**config.mk**
```make
export PLATFORM = sky130hd
export DESIGN_NAME = aq_idu_id_wbt_dep
export DESIGN_NICKNAME = d
export VERILOG_FILES = /design/src/rtl/aq_idu_id_wbt_dep.sv
export SDC_FILE = /design/constraint.sdc
export NUM_CORES = 1
export LEC_CHECK = 0
export BUFFER_PORTS_ARGS = -buffer_cell sky130_fd_sc_hd__clkbuf_2
export CORE_ASPECT_RATIO = 1.1
export CORE_MARGIN = 8
export CORE_UTILIZATION = 42
export CTS_CLUSTER_SIZE = 30
export DETAILED_ROUTE_END_ITERATION = 10
export PLACE_DENSITY_LB_ADDON = 0.3
export SYNTH_ARGS = -nofsm -noshare
export SYNTH_HDL_FRONTEND = slang
export SYNTH_SLANG_ARGS = --single-unit
```
**constraint.sdc**
```tcl
create_clock -name forever_cpuclk -period 2.9 [get_ports forever_cpuclk]
set_clock_uncertainty 0.05 [all_clocks]
set_input_delay 0.435 -clock forever_cpuclk [delete_from_list [all_inputs] [get_ports forever_cpuclk]]
set_output_delay 0.435 -clock forever_cpuclk [all_outputs]
set_load 0.01 [all_outputs]
```
**src/rtl/aq_idu_id_wbt_dep.sv**
```systemverilog
// ID-stage consumer of the integer write-back table: checks up to three source
// operands, issues or stalls the decoded instruction, and counts stall cycles.
module aq_idu_id_wbt_dep #(
  parameter int ENTRY_NUM = 32,
  parameter int ENTRY_W   = 7,
  parameter int PERF_W    = 16
) (
  input  logic                         forever_cpuclk,
  input  logic                         cpurst_b,
  input  logic [ENTRY_NUM*ENTRY_W-1:0] wbt_read_data,
  input  logic                         id_inst_vld,
  input  logic                         id_src0_vld,
  input  logic                         id_src1_vld,
  input  logic                         id_src2_vld,
  input  logic [4:0]                   id_src0_reg,
  input  logic [4:0]                   id_src1_reg,
  input  logic [4:0]                   id_src2_reg,
  input  logic                         is_idu_ready,
  input  logic                         iu_yy_xx_cancel,
  input  logic                         rtu_idu_flush_wbt,
  input  logic                         perf_clr,
  output logic                         idu_dep_issue,
  output logic                         idu_dep_stall,
  output logic [2:0]                   idu_dep_wait_mask,
  output logic                         idu_dep_long_lat,
  output logic [PERF_W-1:0]            idu_dep_stall_cnt
);

  typedef enum logic {
    IDLE = 1'b0,
    WAIT = 1'b1
  } state_t;

  // state_q is the FSM state register; checkers can bind to it directly.
  state_t          state_q, state_d;
  logic [2:0]      lat_vld_q, lat_vld_d;
  logic [2:0][4:0] lat_reg_q, lat_reg_d;

  logic [ENTRY_W-1:0] entry_a [ENTRY_NUM];
  logic [2:0]         src_vld;
  logic [2:0][4:0]    src_reg;
  logic [2:0]         src_rdy;
  logic [2:0]         src_long;
  logic               all_rdy;
  logic               active;
  logic               kill;

  for (genvar i = 0; i < ENTRY_NUM; i++) begin : g_entry
    assign entry_a[i] = wbt_read_data[i*ENTRY_W +: ENTRY_W];
  end

  // While waiting, the latched operands are authoritative; ID inputs are ignored.
  always_comb begin
    src_vld = 3'b000;
    src_reg = '0;
    if (state_q == WAIT) begin
      src_vld = lat_vld_q;
      src_reg = lat_reg_q;
    end else begin
      src_vld = {id_src2_vld, id_src1_vld, id_src0_vld};
      src_reg = {id_src2_reg, id_src1_reg, id_src0_reg};
    end
  end

  // x0 never waits; VLD already folds in a same-cycle final writeback.
  always_comb begin
    src_rdy  = 3'b000;
    src_long = 3'b000;
    for (int k = 0; k < 3; k++) begin
      src_rdy[k]  = !src_vld[k] || (src_reg[k] == 5'd0) || entry_a[src_reg[k]][6];
      src_long[k] = entry_a[src_reg[k]][4];
    end
  end

  assign all_rdy = &src_rdy;
  assign kill    = rtu_idu_flush_wbt | iu_yy_xx_cancel;
  assign active  = ((state_q == IDLE) && id_inst_vld) || (state_q == WAIT);

  assign idu_dep_issue = active && all_rdy && is_idu_ready && !kill;
  assign idu_dep_stall = active && !all_rdy && !kill;

  always_comb begin
    state_d   = state_q;
    lat_vld_d = lat_vld_q;
    lat_reg_d = lat_reg_q;
    if (kill) begin
      state_d   = IDLE;
      lat_vld_d = 3'b000;
      lat_reg_d = '0;
    end else begin
      case (state_q)
        IDLE: begin
          if (id_inst_vld && !all_rdy) begin
            state_d   = WAIT;
            lat_vld_d = {id_src2_vld, id_src1_vld, id_src0_vld};
            lat_reg_d = {id_src2_reg, id_src1_reg, id_src0_reg};
          end
        end
        WAIT: begin
          if (all_rdy && is_idu_ready) state_d = IDLE;
        end
        default: state_d = IDLE;
      endcase
    end
  end

  always_ff @(posedge forever_cpuclk or negedge cpurst_b) begin
    if (!cpurst_b) begin
      state_q   <= IDLE;
      lat_vld_q <= 3'b000;
      lat_reg_q <= '0;
    end else begin
      state_q   <= state_d;
      lat_vld_q <= lat_vld_d;
      lat_reg_q <= lat_reg_d;
    end
  end

  always_ff @(posedge forever_cpuclk or negedge cpurst_b) begin
    if (!cpurst_b) begin
      idu_dep_wait_mask <= 3'b000;
      idu_dep_long_lat  <= 1'b0;
    end else if (idu_dep_stall) begin
      idu_dep_wait_mask <= ~src_rdy;
      idu_dep_long_lat  <= |(~src_rdy & src_long);
    end else begin
      idu_dep_wait_mask <= 3'b000;
      idu_dep_long_lat  <= 1'b0;
    end
  end

  // Saturating counter; a clear request beats a same-cycle increment.
  always_ff @(posedge forever_cpuclk or negedge cpurst_b) begin
    if (!cpurst_b) begin
      idu_dep_stall_cnt <= '0;
    end else if (perf_clr) begin
      idu_dep_stall_cnt <= '0;
    end else if (idu_dep_stall && (idu_dep_stall_cnt != {PERF_W{1'b1}})) begin
      idu_dep_stall_cnt <= idu_dep_stall_cnt + 1'b1;
    end
  end

endmodule

```
# Yosys cells after proc, flatten, opt, wreduce, memory -nomap -nowiden
# Cells that the tools add are included.
dict set report totals {
  n_memories 0
  in_bits 249
  latchBits 0
  ff_bits 39
  out_inout_bits 22
  mem_bits_ro 0
  ram_bits 0
}
dict set report op_classes {
  reduce_logical 29
  muxes 25
  n_eq_ne 2
  div 0
  mul 0
  shift 0
  magnitude_cmp 3
  n_bitwise 7
  addsub 1
}
# operator n
set op_table {}
lappend op_table {{$bmux W7 S5} 3}
lappend op_table {{$mux W15} 4}
lappend op_table {{$mux W7} 6}
lappend op_table {{$mux W16} 2}
lappend op_table {{$ge A6 B6 Y1 const B} 3}
lappend op_table {{$not A5 Y6} 3}
lappend op_table {{$add A16 B1 Y16 const B} 1}
lappend op_table {{$ne A16 B16 Y1 const B} 1}
lappend op_table {{$logic_not A5 Y1} 3}
lappend op_table {{$mux W3} 5}
lappend op_table {{$logic_and A1 B1 Y1} 9}
lappend op_table {{$logic_or A1 B1 Y1} 7}
lappend op_table {{$logic_not A1 Y1} 5}
lappend op_table {{$mux W1} 4}
lappend op_table {{$reduce_bool A2 Y1} 2}
lappend op_table {{$and A3 B3 Y3} 1}
lappend op_table {{$not A3 Y3} 1}
lappend op_table {{$reduce_and A3 Y1} 1}
lappend op_table {{$reduce_or A3 Y1} 1}
lappend op_table {{$ne A2 B1 Y1 const B} 1}
lappend op_table {{$pmux W1 S2} 1}
lappend op_table {{$reduce_and A2 Y1} 1}
lappend op_table {{$not A1 Y1} 1}
lappend op_table {{$or A1 B1 Y1} 1}

# Depth between registers and ports, before layout
# Gate-level depths: netlist of run 1.
dict set report depth {
  ltp_word 13
  depth_mapped 14
}

# Worst setup path after synthesis of run 1
# No wires, ideal clock.
dict set report synth_timing {
  path_type {register to output}
  from {reg state_q}
  to {out idu_dep_stall}
  slack_ps 32
  arrival_time_ps 2383
  path_buffers 4
  path_stages_with_launch 13
  cell_sequence {dfrtp_1 -> buf_6 -> mux2i_2 -> buf_2 -> nand2_1 -> a32oi_1 -> nand3_1 -> o2111ai_1 -> nand3_2 -> o21bai_2 -> buf_2 -> buf_2 -> inv_1}
}
dict set report synth_between {
  elab_chain_len 10
  elab_cells_between_ends 33
  cone_classes {mux: 11; bitwise: 4; reduce/logical: 18}
}
# element line
set synth_lines {}
lappend synth_lines {{start, declared} 35} ;# state_t state_q, state_d;
lappend synth_lines {{start signal, assigned} 113} ;# state_q <= state_d;
lappend synth_lines {{$mux W15} 56} ;# if (state_q == WAIT) begin
lappend synth_lines {{$not A5 Y6 (not written as such)} 70} ;# src_rdy[k] = !src_vld[k] || (src_reg[k] == 5'd0) || entry_a[src_reg[k]][6];
lappend synth_lines {{$bmux W7 S5} 70}
lappend synth_lines {{$mux W7 (2 in a row)} --}
lappend synth_lines {{$logic_or A1 B1 Y1} 70}
lappend synth_lines {{$reduce_and A3 Y1} 75} ;# assign all_rdy = &src_rdy;
lappend synth_lines {{$logic_not A1 Y1} 80} ;# assign idu_dep_stall = active && !all_rdy && !kill;
lappend synth_lines {{$logic_and A1 B1 Y1 * (2 in a row)} 80}
lappend synth_lines {{end, declared} 23} ;# output logic idu_dep_stall,
# Mark *: on every way between the ends. The rest lies on a longest branch, timed or not. The select of a mux whose other input is x is not followed.

# Worst setup path after layout of run 1
dict set report layout_timing {
  from {reg state_q}
  to {out idu_dep_issue}
}
dict set report layout_between {
  elab_chain_len 10
  elab_cells_between_ends 33
  cone_classes {mux: 11; bitwise: 4; reduce/logical: 18}
}
# element line
set layout_lines {}
lappend layout_lines {{$mux W15} 56}
lappend layout_lines {{$not A5 Y6 (not written as such)} 70}
lappend layout_lines {{$bmux W7 S5} 70}
lappend layout_lines {{$mux W7 (2 in a row)} --}
lappend layout_lines {{$logic_or A1 B1 Y1} 70}
lappend layout_lines {{$reduce_and A3 Y1} 75}
lappend layout_lines {{$logic_and A1 B1 Y1 * (3 in a row)} 79} ;# assign idu_dep_issue = active && all_rdy && is_idu_ready && !kill;
lappend layout_lines {{end, declared} 22} ;# output logic idu_dep_issue,
# Marked as above.

==> results of run 1 <==
-- critical path: cells and delay by family, from the launching register on --
kind,cells,cell delay (ns)
buffers and inverters,6,0.83
and+or+nand+nor,3,0.66
AOI/OAI and AO/OA,4,0.60
DFF,1,0.42
-- registers in the layout, summed over array words and instances, names as in the netlist --
register	count
idu_dep_wait_mask	3
idu_dep_stall_cnt	16
lat_vld_q	3
idu_dep_long_lat	1
lat_reg_q	15
state_q	1
-- timing repair --
action / in CTS / in global routing
endpoints found under the setup margin: 37 / 37
setup buffers: 18 / 13
gates cloned: 3 / 1
gates resized for setup: 68 / 33
pin swaps: 34 / 13
endpoints found under the hold margin: 0 / 0
-- cells in the final DEF (no fill, tap or decap), types with 4 or more instances in the layout --
cell type	instances
o31ai_1	8
o21bai_1	10
o32ai_1	9
nand2b_1	17
o211ai_1	22
o21ai_0	20
a21oi_1	34
clkbuf_2	108
mux4_2	4
nand2_1	67
or4_1	6
a211oi_1	14
a31oi_1	5
nor3_1	7
mux2_4	6
or3_1	7
a311oi_1	4
buf_6	24
o22ai_1	5
o22a_1	5
and3_1	9
inv_1	19
a21oi_2	7
o221ai_1	6
nor2b_1	21
mux2i_1	55
a2bb2oi_1	4
clkbuf_16	5
nand3_1	25
a32oi_1	5
dfrtp_1	38
nor2_1	66
mux2_2	6
buf_4	118
buf_12	9
mux2i_4	4
-- cell families (layout without fill, tap and decap cells) --
family | count (synthesis) | in the layout
compound gates | 202 | 202
fa+ha+maj | 1 | 1
buf+inv | 67 | 295
flops | 39 | 39
mux | 78 | 78
simple gates | 250 | 250
-- worst min path at each step --
stage	from	end	slack, ns	cells after the start
2_1_floorplan	cpurst_b	idu_dep_long_lat	0.09	0
3_3_place_gp	cpurst_b	lat_reg_q[12]	0.33	1
3_5_place_dp	cpurst_b	lat_reg_q[13]	0.34	1
4_1_cts	cpurst_b	idu_dep_stall_cnt[1]	0.04	1
5_1_grt	cpurst_b	lat_reg_q[13]	0.06	1
6_report	cpurst_b	lat_reg_q[13]	0.03	1
-- per-layer routing --
| metal | vias up | global-route usage | part of all wire |
|---|---|---|---|
| li1 | 2870 | - | - |
| met1 | 2930 | 0.308 | 0.40 |
| met2 | 269 | 0.446 | 0.49 |
| met3 | 49 | 0.0416 | 0.069 |
| met4 | 0 | 0.0938 | 0.037 |
| met5 | - | 0 | 0 |
-- where the power goes --
group          switching, W  total, W  internal (W)
sequential        0.0000191  0.000578      0.000559
clock              0.000229  0.000595      0.000366
combinational      0.000640   0.00126      0.000618
total              0.000888   0.00243       0.00154
-- stage by stage --
step                      cells  instance area, um2  total power (W)  utilization
after floorplan             637                4850          0.00116            -
after global placement      972                6300          0.00159        0.554
after detailed placement    972                6300          0.00161        0.554
after CTS                  1001                6970          0.00234        0.612
after global routing       1015                7250          0.00254        0.637
final                      1015                7250          0.00243        0.637
-- area by class of cell --
cell class	count	area, um2	share of cell area
multi-input combinational	531	3890	0.536
sequential	39	977	0.135
tap	150	188	0.0259
clock buffer	7	153	0.0211
inverter	21	81.3	0.0112
timing repair buffer	266	1960	0.270
clock inverter	1	7.51	0.00104
==> results.sh, run 1 <==
export IMPL_status="complete, but fails checks"
export IMPL_violations="negative setup slack"
export IMPL_first_iter_violations=540
export IMPL_antenna_found_initial=0
export IMPL_min_period_ns=3.29
export IMPL_finalSetupViolCount=37
export IMPL_ys_seq_elements=39
export IMPL_yosysTopAreaCellShare=0.201
export IMPL_die_h_um=129
export IMPL_cp_data_arrival_time_ns=2.80
export IMPL_hold_viol=0
export IMPL_n_antenna_cell=0
export IMPL_grt_use_total=0.254
export IMPL_synth_top_family_by_area="compound AO/OA/AOI/OAI gates"
export IMPL_grt_max_degree=25
export IMPL_synthAdderAreaFrac=0.00258
export IMPL_htreeDepth=2
export IMPL_ys_top_cells_by_count="nand2_1 (67), nor2_1 (67), mux2i_1 (58), a21oi_1 (41), dfrtp_1 (39)"
export IMPL_fin_nets=1114
export IMPL_cts_tree="built"
export IMPL_gr_total_overflow=0
export IMPL_slew_violations=0
export IMPL_drc=0
export IMPL_drtPass1Iterations=5
export IMPL_synth_mux_area_frac=0.178
export IMPL_tightest_slew_ns=0.620
export IMPL_r2r_end="idu_dep_stall_cnt[10]"
export IMPL_fin_ws_ns=-0.385
export IMPL_crit_path_end_kind="primary output"
export IMPL_r2r_start="state_q"
export IMPL_synth_top_area_cell="dfrtp_1"
export IMPL_yosysSeqAreaShare=0.201
export IMPL_reg2reg_slack_ns=-0.34
export IMPL_avgSynthCellArea_um2=7.62
export IMPL_num_vias=6118
export IMPL_crit_top_cell="buf_6"
export IMPL_synth_cell_types=66
export IMPL_fillCellCount=1011
export IMPL_ys_warn_count=0
export IMPL_gp_congestion=0.971
export IMPL_die_width_um=118
export IMPL_syn_area_um2=4850
export IMPL_slowest_delay_ns=0.42
export IMPL_core_area_um2=11400
export IMPL_wirelength_um=20300
export IMPL_required_ns=2.41
export IMPL_max_cap_viol_count=0
export IMPL_powerDensity_nw_per_um2=335
export IMPL_fmax_ghz=0.304
export IMPL_crit_start="state_q"
export IMPL_grt_pass1_wl_um=31800
export IMPL_cts_sinks=39
export IMPL_synth_area_top_cells="dfrtp_1 (20%), mux2i_1 (12%), nand2_1 (5.2%), nor2_1 (5.2%), a21oi_1 (4.2%)"
export IMPL_viasPerCell=6.03
export IMPL_synth_nets=887
export IMPL_die_area_um2=15300
export IMPL_worstHoldPathType="in2async"
export IMPL_relSlewSlack=0.587
export IMPL_r2r_cells=15
export IMPL_period_share=1.13
export IMPL_synth_compound_area_frac=0.301
export IMPL_synth_xor_area_share=0
export IMPL_cts_buffer_depth=2
export IMPL_cts_made_buffers=5
export IMPL_cp_endpoint="idu_dep_issue"
export IMPL_grt_setup_unrepaired="yes"
export IMPL_yosys_area_share_simple=0.250
export IMPL_synth_cells=637
export IMPL_cp_max_fo=6
export IMPL_clkLatencyLatePin_ns=0.29
export IMPL_p_leak_nw=3.31
export IMPL_ioPinCount=271
export IMPL_ir_worst_vdd_mv=0.251
export IMPL_tns_ns=-8.61
export IMPL_grt_pass1_vias=5949
export IMPL_syn_to_final_growth_pct=49.4
export IMPL_whs_ns=0.0333
export IMPL_dp_slack_ns=-0.387
export IMPL_synth_edf_count=0
export IMPL_port_buffers=110
export IMPL_synth_ff_type="dfrtp_1"
export IMPL_criticalPathCategory="reg2out"
export IMPL_drive_above_1_share=0.406
export IMPL_wl_per_cell_um=20.0
export IMPL_clkTransAtPathRegs_ns=0.06
export IMPL_cp_cell_sequence="buf_12 > buf_8 > or3_4 > o31ai_4 > buf_6 > buf_6 > a311o_1 > a31oi_2 > a32oi_4 > nand3_2 > buf_6 > nor4_4 > buf_2"
export IMPL_row_count=41
export IMPL_async_flop_share=1.00
export IMPL_ctsHoldBuffers=0
export IMPL_initial_core_util=0.426
export IMPL_critPathLaunchType="register"
export IMPL_cts_root_buf="clkbuf_16"
export IMPL_ant_nets=0
export IMPL_slowest_stage="dfrtp_2"
export IMPL_place_hpwl_um=15400
No activity file was read; power rests on OpenSTA's default activity.
==> inputs of run 2 (changes only) <==
CORE_UTILIZATION = 25   (was 42)
==> run 2 against run 1 <==
Net effect:
- the flow still finishes with violations (negative setup slack)
- sequential power barely moved
- sequential share of layout area rose by 0.74 points
- fmax rose by 0.74%
- count of clock-buffer cells in the layout fell by 1
- register-to-register slack improved by 0.03 ns
- clock power barely moved
- global-route usage fell by 9.7 points
- first-iteration DRC count fell by 17%
- flip-flop and latch count did not move
- largest power group unchanged
==> results.sh, run 2 (synthesis gave the netlist of run 1 again) <==
export IMPL_status="complete, but fails checks"
export IMPL_violations="negative setup slack"
export IMPL_layout_common_cells="buf_4 (112), clkbuf_2 (108), nand2_1 (67)"
export IMPL_dp_slack_ns=-0.385
export IMPL_tightest_slew_ns=0.510
export IMPL_critPathLaunchType="register"
export IMPL_grt_use_total=0.157
export IMPL_viasPerCell=5.28
export IMPL_largest_register_ff_count=16
export IMPL_clkLatencyLatePin_ns=0.29
export IMPL_place_area_um2=6410
export IMPL_first_iter_violations=447
export IMPL_slew_violations=0
export IMPL_crit_path_end_kind="primary output"
export IMPL_path_buf_inv=5
export IMPL_n_antenna_cell=0
export IMPL_seqCellArea_um2=977
export IMPL_fillCellCount=2017
export IMPL_r2r_cells=11
export IMPL_cts_root_buf="clkbuf_16"
export IMPL_row_count=53
export IMPL_grt_max_degree=23
export IMPL_ioPinCount=271
export IMPL_min_period_ns=3.26
export IMPL_port_buffers=110
export IMPL_cts_made_buffers=5
export IMPL_ir_worst_vdd_mv=0.265
export IMPL_hold_viol=0
export IMPL_die_h_um=162
export IMPL_antenna_found_initial=1
export IMPL_gr_total_overflow=0
export IMPL_period_share=1.12
export IMPL_clkTransAtPathRegs_ns=0.07
export IMPL_layout_commonest_cell="buf_4"
export IMPL_r2r_end="idu_dep_stall_cnt[15]"
export IMPL_wl_per_cell_um=18.1
export IMPL_crit_top_cell="buf_6"
export IMPL_p_total_w=0.00227
export IMPL_fin_nets=1083
export IMPL_required_ns=2.41
export IMPL_drc=0
export IMPL_grt_setup_unrepaired="yes"
export IMPL_multiInputGateArea_um2=3760
export IMPL_fmax_ghz=0.307
export IMPL_relSlewSlack=0.650
export IMPL_gp_congestion=0.903
export IMPL_cts_tree="built"
export IMPL_powerDensity_nw_per_um2=330
export IMPL_grt_pass1_wl_um=30700
export IMPL_path_delay_family="compound AO/OA/AOI/OAI gates"
export IMPL_grt_pass1_vias=5811
export IMPL_fin_ws_ns=-0.361
export IMPL_fin_area_um2=6870
export IMPL_syn_to_final_growth_pct=41.6
export IMPL_wirelength_um=19600
export IMPL_core_area_um2=19100
export IMPL_criticalPathCategory="reg2out"
export IMPL_drtPass1Iterations=4
export IMPL_cts_sinks=39
export IMPL_top_register="idu_dep_stall_cnt"
export IMPL_finalSetupViolCount=36
export IMPL_die_area_um2=24100
export IMPL_slowest_stage="dfrtp_2"
export IMPL_ctsHoldBuffers=0
export IMPL_r2r_start="state_q"
export IMPL_final_util=0.360
export IMPL_cts_buffer_depth=2
export IMPL_cp_cell_sequence="buf_6 > nand2b_1 > buf_4 > o22a_1 > o221ai_1 > a32oi_2 > a32oi_2 > nand3_4 > o21bai_4 > buf_6 > inv_2 > buf_6"
export IMPL_p_leak_nw=3.09
export IMPL_cp_max_fo=10
export IMPL_drive_above_1_share=0.361
export IMPL_slowest_delay_ns=0.50
export IMPL_worstHoldPathType="in2async"
export IMPL_htreeDepth=2
export IMPL_top_regs="idu_dep_stall_cnt x16, lat_reg_q x15"
export IMPL_cp_data_arrival_time_ns=2.78
export IMPL_tns_ns=-7.12
export IMPL_max_cap_viol_count=0
export IMPL_initial_core_util=0.254
export IMPL_place_hpwl_um=15800
export IMPL_reg2reg_slack_ns=-0.31
export IMPL_num_vias=5707
export IMPL_ant_nets=0
export IMPL_die_width_um=149
==> run 2: cell types whose count changed in the layout (fill, tap and decap cells not counted), sizes merged <==
cell    before  now
buf        157  127
clkbuf     116  114
clkinv       0    1
==> run 2: cell type report <==
class                      instances  area share
clock buffer                       6      0.0202
inverter                          21      0.0122
sequential                        39       0.142
multi-input combinational        531       0.547
timing repair buffer             235       0.231
clock inverter                     2     0.00237
tap                              247      0.0450
==> run 2: timing repair <==
item | 4_1_cts | 5_1_grt
setup endpoints to repair | 37 | 38
pin swaps | 14 | 12
resized for setup | 29 | 23
buffers inserted | 4 | 2
==> run 2: report_power, final <==
part           switching [W]  internal, W  leakage, nW  total, W
combinational       0.000575     0.000522         2.48   0.00110
sequential         0.0000206     0.000559        0.540  0.000580
clock               0.000248     0.000344       0.0731  0.000592
total               0.000843      0.00143         3.09   0.00227
==> run 2: metal layers <==
layer | up-vias | part of all wire | GRT usage
met5 | - | 0.00041 | 0
met2 | 160 | 0.47 | 0.262
met1 | 2713 | 0.44 | 0.195
met4 | 2 | 0.021 | 0.0423
li1 | 2808 | - | -
met3 | 24 | 0.072 | 0.0437
==> run 2: worst max path at each step <==
stage	slack [ns]	end	cells past startpoint	startpoint
floorplan	0.03	idu_dep_stall	12	state_q
global placement	-0.37	idu_dep_stall_cnt[8]	12	state_q
detailed placement	-0.38	idu_dep_stall_cnt[6]	12	state_q
CTS	-0.35	idu_dep_stall	10	state_q
global route	-0.46	idu_dep_issue	9	state_q
finish	-0.36	idu_dep_stall	12	state_q
==> run 2: worst register-to-register path: cells and delay by family (launching register included) <==
| kind | cells | cell delay, ns |
|---|---|---|
| mux | 1 | 0.33 |
| flops | 1 | 0.50 |
| compound gates | 5 | 0.90 |
| buf+inv | 3 | 0.43 |
| simple gates | 2 | 0.93 |
==> run 2: metrics by stage <==
step	hold slack, ns	cells
6_report	0.0521	1081
5_1_grt	0.0962	1081
4_1_cts	0.0732	1079
3_5_place_dp	0.390	1067
3_3_place_gp	0.381	1067
2_1_floorplan	0.0894	637
==> inputs of run 3 (changes only) <==
CTS_BUF_LIST = sky130_fd_sc_hd__clkbuf_2   (was default)
clock period = 3.9 ns   (was 2.9 ns; I/O delays follow)
==> run 3 against run 2 <==
Net effect:
- the run now ends clean
- sequential share of layout area increased by 2.5 points
- register-to-register slack gained 0.81 ns
- clock power down 67%
- combinational power is 39% lower
- die area unchanged
- setup slack improved by 0.53 ns
- total power decreased by 43%
==> results.sh, run 3 (synthesis gave the netlist of run 1 again) <==
export IMPL_criticalPathCategory="reg2out"
export IMPL_r2r_start="state_q"
export IMPL_wirelength_um=18500
export IMPL_top_regs="idu_dep_stall_cnt x16, lat_reg_q x15"
export IMPL_port_buffers=110
export IMPL_relSlewSlack=0.511
export IMPL_drc=0
export IMPL_p_leak_nw=2.56
export IMPL_n_antenna_cell=0
export IMPL_tightest_slew_ns=0.733
export IMPL_placed_cells=980
export IMPL_grt_max_degree=28
export IMPL_layout_commonest_cell="clkbuf_2"
export IMPL_cts_buffer_depth=2
export IMPL_hold_viol=0
export IMPL_fillCellCount=2068
export IMPL_wl_per_cell_um=18.6
export IMPL_period_share=0.956
export IMPL_finalSetupViolCount=0
export IMPL_crit_start="state_q"
export IMPL_cts_made_buffers=5
export IMPL_top_register="idu_dep_stall_cnt"
export IMPL_grt_busiest_layer="met2"
export IMPL_fin_cells=993
export IMPL_ant_nets=0
export IMPL_place_hpwl_um=14600
export IMPL_fmax_ghz=0.268
export IMPL_powerDensity_nw_per_um2=222
export IMPL_p_total_w=0.00130
export IMPL_die_area_um2=24100
export IMPL_initial_core_util=0.254
export IMPL_drive_above_1_share=0.256
export IMPL_cts_tree="built"
export IMPL_grt_use_total=0.148
export IMPL_syn_to_final_growth_pct=20.6
export IMPL_final_util=0.306
export IMPL_required_ns=3.26
export IMPL_use_met1=0.188
export IMPL_largest_register_ff_count=16
export IMPL_ir_worst_vdd_mv=0.117
export IMPL_status="finished clean"
export IMPL_fin_nets=995
export IMPL_dp_slack_ns=0.342
export IMPL_die_width_um=149
export IMPL_num_vias=5446
export IMPL_worstHoldPathType="in2async"
export IMPL_fin_ws_ns=0.172
export IMPL_cts_root_buf="clkbuf_2"
export IMPL_viasPerCell=5.48
export IMPL_cts_sinks=39
export IMPL_gp_congestion=0.937
export IMPL_gr_total_overflow=0
export IMPL_slew_violations=0
export IMPL_use_met3=0.0403
export IMPL_drtPass1Iterations=5
export IMPL_antenna_found_initial=2
export IMPL_grt_pass1_wl_um=29100
export IMPL_ioPinCount=271
export IMPL_cp_max_fo=9
export IMPL_critPathLaunchType="register"
export IMPL_htreeDepth=2
export IMPL_clkLatencyLatePin_ns=0.42
export IMPL_clkTransAtPathRegs_ns=0.24
export IMPL_die_h_um=162
export IMPL_cp_data_arrival_time_ns=3.09
export IMPL_core_area_um2=19100
export IMPL_min_period_ns=3.73
export IMPL_crit_path_end_kind="primary output"
export IMPL_first_iter_violations=374
export IMPL_max_cap_viol_count=0
export IMPL_row_count=53
export IMPL_layout_common_cells="clkbuf_2 (115), nand2_1 (67), nor2_1 (66)"
export IMPL_grt_util_met2=0.242
export IMPL_grt_pass1_vias=5409
-- run 3: worst paths after layout --
| path | cells past startpoint | to | slack [ns] |
|---|---|---|---|
| setup / recovery | 10 | idu_dep_issue | 0.17 |
| hold reg to reg | 2 | lat_vld_q[1] | 0.51 |
| min in group forever_cpuclk | 2 | state_q | 0.31 |
| hold / removal | 1 | idu_dep_stall_cnt[13] | 0.11 |
| max in group asynchronous | 2 | state_q | 2.95 |
| setup reg to reg | 11 | idu_dep_stall_cnt[8] | 0.50 |
-- run 3: metal layers --
layer | part of all wire | vias up | wire length, um
met2 | 0.46 | 217 | 8550
met3 | 0.087 | 34 | 1610
li1 | - | 2624 | -
met4 | 0.022 | 4 | 412
met1 | 0.43 | 2567 | 7890
met5 | 0.00097 | - | 18
-- run 3: through the flow --
step / hold WS, ns / instance area [um2] / setup TNS (ns)
after floorplan: 0.239 / 4850 / 0
after global placement: 0.449 / 5720 / 0
after detailed placement: 0.467 / 5720 / 0
after CTS: 0.124 / 5780 / 0
after global routing: 0.140 / 5850 / -0.00312
final: 0.114 / 5850 / 0
-- run 3: layout make-up --
cell class / instances / area (um2) / share of cell area
multi-input combinational: 531 / 3580 / 0.612
sequential: 39 / 981 / 0.168
timing repair buffer: 147 / 853 / 0.146
tap: 247 / 309 / 0.0528
inverter: 21 / 78.8 / 0.0135
clock buffer: 5 / 25.0 / 0.00428
clock inverter: 3 / 20.0 / 0.00342
-- run 3: repair_timing --
action / in CTS / in global routing
hold buffers: 0 / 0
gates resized for setup: 2 / 5
setup endpoints to repair: 2 / 2
setup buffers: 0 / 5
-- run 3: worst max-delay path, cell delays in order (launching register included) --
cell and delay [ns]:
dfrtp_4 0.53, buf_4 0.19, buf_4 0.18, o32ai_1 0.52
o41ai_1 0.17, a21oi_1 0.15, or3_4 0.16, o32ai_4 0.12
buf_4 0.18, nor4_1 0.27, clkbuf_2 0.22
-- run 3: where the power goes --
group / leakage, nW / switching [W] / internal (W)
Clock: 0.0266 / 0.000151 / 0.0000430
Combinational: 2.00 / 0.000383 / 0.000286
Sequential: 0.538 / 0.0000176 / 0.000417
Total: 2.56 / 0.000552 / 0.000745
